==> src/rtl/interval_timer_arbiter.sv <==
// Two-requester interval timer. One shared counter is granted round-robin
// to req0/req1 and counts the granted duration in tick strobes. Every output
// comes straight from a register.
module interval_timer_arbiter #(
    parameter int BIT_SZ = 10
) (
    input  logic              clock,
    input  logic              reset,
    input  logic              tick,
    input  logic              req0,
    input  logic              req1,
    input  logic [BIT_SZ-1:0] dur0,
    input  logic [BIT_SZ-1:0] dur1,
    output logic              gnt0,
    output logic              gnt1,
    output logic              done0,
    output logic              done1,
    output logic              busy,
    output logic [BIT_SZ-1:0] count
);

    typedef enum logic [1:0] {IDLE, RUN, DONE} state_t;

    localparam logic [BIT_SZ-1:0] ONE = BIT_SZ'(1);

    state_t            state_q, state_d;
    logic [BIT_SZ-1:0] count_q, count_d;
    logic [BIT_SZ-1:0] term_q, term_d;
    logic [1:0]        gnt_q, gnt_d;
    logic [1:0]        done_q, done_d;
    logic              last_q, last_d;   // 1: req1 was served last
    logic              busy_q, busy_d;

    logic              pick;             // 1: req1 wins the arbitration
    logic              greq;             // request line of the current owner
    logic              at_term;

    // req1 wins when it is alone, or when both request and req0 went last.
    assign pick    = req1 & (~req0 | ~last_q);
    assign greq    = gnt_q[1] ? req1 : req0;
    // term==0 gives term-1 == all ones, so a zero duration runs 2^BIT_SZ ticks.
    assign at_term = (count_q == (term_q - ONE));

    // Next-state logic: arbitration in IDLE, counting/abort in RUN, one-cycle DONE.
    always_comb begin
        state_d = state_q;
        count_d = count_q;
        term_d  = term_q;
        gnt_d   = gnt_q;
        done_d  = '0;
        last_d  = last_q;
        unique case (state_q)
            IDLE: begin
                if (req0 | req1) begin
                    state_d = RUN;
                    term_d  = pick ? dur1 : dur0;
                    count_d = '0;
                    gnt_d   = pick ? 2'b10 : 2'b01;
                    last_d  = pick;
                end
            end
            RUN: begin
                // Abort is checked first so it beats a coincident final tick.
                if (!greq) begin
                    state_d = IDLE;
                    gnt_d   = '0;
                end else if (tick) begin
                    count_d = count_q + ONE;
                    if (at_term) begin
                        state_d = DONE;
                        gnt_d   = '0;
                        done_d  = gnt_q;
                    end
                end
            end
            DONE: begin
                state_d = IDLE;
            end
            default: begin
                state_d = IDLE;
                gnt_d   = '0;
            end
        endcase
        busy_d = (state_d != IDLE);
    end

    // State register; reset leaves the pointer at "req1 last" so req0 wins the first tie.
    always_ff @(posedge clock or posedge reset) begin
        if (reset) begin
            state_q <= IDLE;
            count_q <= '0;
            term_q  <= '0;
            gnt_q   <= '0;
            done_q  <= '0;
            last_q  <= 1'b1;
            busy_q  <= 1'b0;
        end else begin
            state_q <= state_d;
            count_q <= count_d;
            term_q  <= term_d;
            gnt_q   <= gnt_d;
            done_q  <= done_d;
            last_q  <= last_d;
            busy_q  <= busy_d;
        end
    end

    assign gnt0  = gnt_q[0];
    assign gnt1  = gnt_q[1];
    assign done0 = done_q[0];
    assign done1 = done_q[1];
    assign busy  = busy_q;
    assign count = count_q;

endmodule
==> config.mk <==
export PLATFORM = sky130hd
export DESIGN_NAME = interval_timer_arbiter
export DESIGN_NICKNAME = d
export VERILOG_FILES = /design/src/rtl/interval_timer_arbiter.sv
export SDC_FILE = /design/constraint.sdc
export NUM_CORES = 1
export LEC_CHECK = 0
export BUFFER_PORTS_ARGS = -buffer_cell sky130_fd_sc_hd__buf_4
export CORE_ASPECT_RATIO = 2
export CORE_MARGIN = 2
export CORE_UTILIZATION = 25
export CTS_CLUSTER_SIZE = 8
export DETAILED_ROUTE_END_ITERATION = 8
export GPL_TIMING_DRIVEN = 0
export HOLD_SLACK_MARGIN = 0.08
export PLACE_DENSITY_LB_ADDON = 0.1
export SYNTH_ARGS = -nofsm -noshare
export SYNTH_HDL_FRONTEND = slang
export SYNTH_SLANG_ARGS = --single-unit
==> constraint.sdc <==
create_clock -name clock -period 2.2 [get_ports clock]
set_clock_uncertainty 0.1 [all_clocks]
set_input_delay 0.11 -clock clock [delete_from_list [all_inputs] [get_ports clock]]
set_output_delay 0.11 -clock clock [all_outputs]
set_load 0.01 [all_outputs]
==> results.tsv <==
metric	value	unit
status	finished clean	
WP depth	8	
post-synthesis net count	199	
CP arrival	2280	ps
worst path bufs/invs	1	
clock sink count	28	
core box area	0.00626	mm²
final setup fails	0	
Routed WL	4330	µm
Synth Cell Area	0.00160	mm²
worst-path cell chain	inv_1, ha_4, xor2_1, o211ai_1, a2111oi_2, o2111ai_2, a21oi_4, and4_1	
FF/Latch Area	703	µm²
Worst setup EP type	flip-flop	
ys async rst share	100	%
CP Data Required Time	2310	ps
pins over their slew limit	0	
Ys Warns	0	
Final HPWL DP	3170	µm
CTS max path bufs	2	
final hold violation count	0	
Via Count	1522	
count leader, synth	dfrtp_1	
CP Max Fanout	5	
simple-gate portion of the synthesized area	20.4	%
synth-to-layout area growth	51.2	%
DIE WIDTH	60.5	µm
GPL Wtd Cong	0.761	
largest family of logic cells by synthesized area	simple AND/OR/NAND/NOR gates	
largest net degree at the start of global routing	29	
fin crit period	2180	ps
R2R setup slack	20	ps
post-synthesis mux area share	6.97	%
TNS Setup	0	ps
vias per cell	4.61	
Yosys top cell area share	42.3	%
clk_lat worst skew	270	ps
Least-Margin Pin Slew	1070	ps
Post-Layout Cell Count	330	
CP Launch Type	flip-flop	
clock transition at the registers of the reported paths	70	ps
num ports	40	
I/O Buffers	39	
Critical Path Max Stage Delay	390	ps
synth unique cells	38	
crit share post-route	98.9	%
Worst Setup EP	done_q[0]	
cell count after synthesis	172	
CTS tree	built	
fmax	460	MHz
Slowest-stage cell, CP	dfrtp_2	
first-pass GRT wire length	7020	µm
GRT met3 Usage	1.43	%
power density over the cells	1020	mW/mm²
Starting Density	25.5	%
DP Worst Slack	-214	ps
initial antenna violation count	0	
max_cap viols	0	
GRT overflow	0	
TritonCTS buffer count	3	
main flop type after synthesis	dfrtp_1	
1st-iter DRT viols	44	
#FFs+latches synth	28	
Peak VDD IR	0.382	mV
RSZ-0062 raised after global routing	true	
cell family with most CP delay	compound AO/OA/AOI/OAI gates	
RR Endpoint	done_q[0]	
nets	272	
Post-Syn Area per Cell	9.28	µm²
number of fillers in the final layout	684	
Total Routing Usage GR	13.3	%
Routed Antenna Nets	0	
diode count	0	
final setup margin	23.9	ps
Lkg Pwr	1.03	nW
worst hold path class	input port to flip-flop	
met1 usage	13.8	%
Synth area leaders	dfrtp_1 42%, xnor2_1 7.1%, o21ai_0 6.6%, mux2i_1 6.3%, nand2_1 4.9%	
Post-Synth XOR/XNOR Area	9.33	%
Inst Count DP	297	
share of layout cells above drive strength 1	25.4	%
Hold Worst Slack	111	ps
clk root buf	clkbuf_16	
# rows	41	
post-synthesis compound-gate area fraction	15.4	%
Post-synth top cells	27 x dfrtp_1, 21 x nand2_1, 21 x o21ai_0	
final core occ	38.6	%
area of the multi-input gates	901	µm²
DR pass1 iterations	6	
H-Tree Level Count	1	
met2 global-route usage	24.8	%
vias in the first global route	1498	
Seq/Total Area, Yosys	44.0	%
wire per inst	13.1	µm
GR peak layer	met2	
full die area	0.00708	mm²
Setup crit start	term_q[0]	
Relative slew margins	28.3	%
Post-Synth Adder-Cell Area	1.57	%
R2R cell count	8	
Worst R2R Start	term_q[0]	
Post-synth EDFFs	0	
die height	117	µm
drt drc	0	
area leader, netlist	dfrtp_1	
crit path kind	flip-flop to flip-flop	
==> stage by stage <==
step / power, mW / instance area [µm²]
CTS: 2.41 / 2340
finish: 2.46 / 2410
global placement: 1.79 / 2000
global route: 2.66 / 2410
floorplan: 1.49 / 1600
detailed placement: 1.80 / 2000
==> sequential cells by signal (all words and copies together), names as in the netlist <==
| signal | flops |
|---|---|
| count | 10 |
| term_q | 10 |
| done_q | 2 |
| gnt_q | 2 |
| last_q | 1 |
| state_q | 2 |
| busy | 1 |
==> worst reg2reg max path, stage by stage (launching register included) <==
cell       delay [ps]
dfrtp_2           390
inv_1              70
ha_4              260
xor2_1            140
o211ai_1          120
a2111oi_2         360
o2111ai_2         230
a21oi_4           230
and4_1            210
==> worst min-delay path by stage <==
stage | end | cells past startpoint | from | slack (ps)
floorplan | busy | 1 | reset | 70
global placement | last_q | 2 | req0 | 220
detailed placement | last_q | 2 | req0 | 220
CTS | done_q[1] | 3 | req1 | 110
global route | done_q[1] | 3 | req1 | 120
finish | done_q[1] | 3 | req1 | 110
==> placed cells by master, fill, tap and decap left out, types with 7 or more instances in the layout <==
cell type      instances
nor3_1                 7
xnor2_1               12
nor2_1                10
dlygate4sd3_1         23
dfrtp_1               26
nand2_1               21
a21oi_1                8
mux2i_1               10
o21ai_0               21
buf_4                 46
==> metal layers <==
layer	part of all wire [%]	wire, µm
met3	3.0	128
met2	57	2450
met1	38	1660
met4	2.1	91
met5	0	0
==> cell families (layout without fill, tap and decap cells) <==
group / Yosys count / count (layout)
DFF: 28 / 28
muxes: 11 / 11
AOI/OAI and AO/OA: 42 / 42
xor gates and xnor gates: 17 / 17
buffers and inverters: 10 / 82
adders and majority gates: 2 / 2
and+or+nand+nor: 62 / 62
==> layout make-up <==
type	instances	share of cell area, %
inverters	5	0.778
multi-input cells	134	37.3
flip-flops and latches	28	29.1
plain buffers	4	0.778
well taps	86	4.46
clock buffers	4	3.68
repair buffers	69	23.8
==> repair_timing <==
item	CTS	global route
gates resized for setup	7	4
hold buffers	23	0
setup buffers	0	7
pin swaps	1	6
endpoints found under the hold margin	38	0
endpoints found under the setup margin	8	12
==> power by group <==
| part | switching (mW) | leakage (nW) | internal (mW) |
|---|---|---|---|
| clock | 0.189 | 0.0442 | 0.280 |
| combinational | 0.525 | 0.626 | 0.562 |
| sequential | 0.230 | 0.360 | 0.679 |
| total | 0.944 | 1.03 | 1.52 |
(Power assumes the default switching activity.)
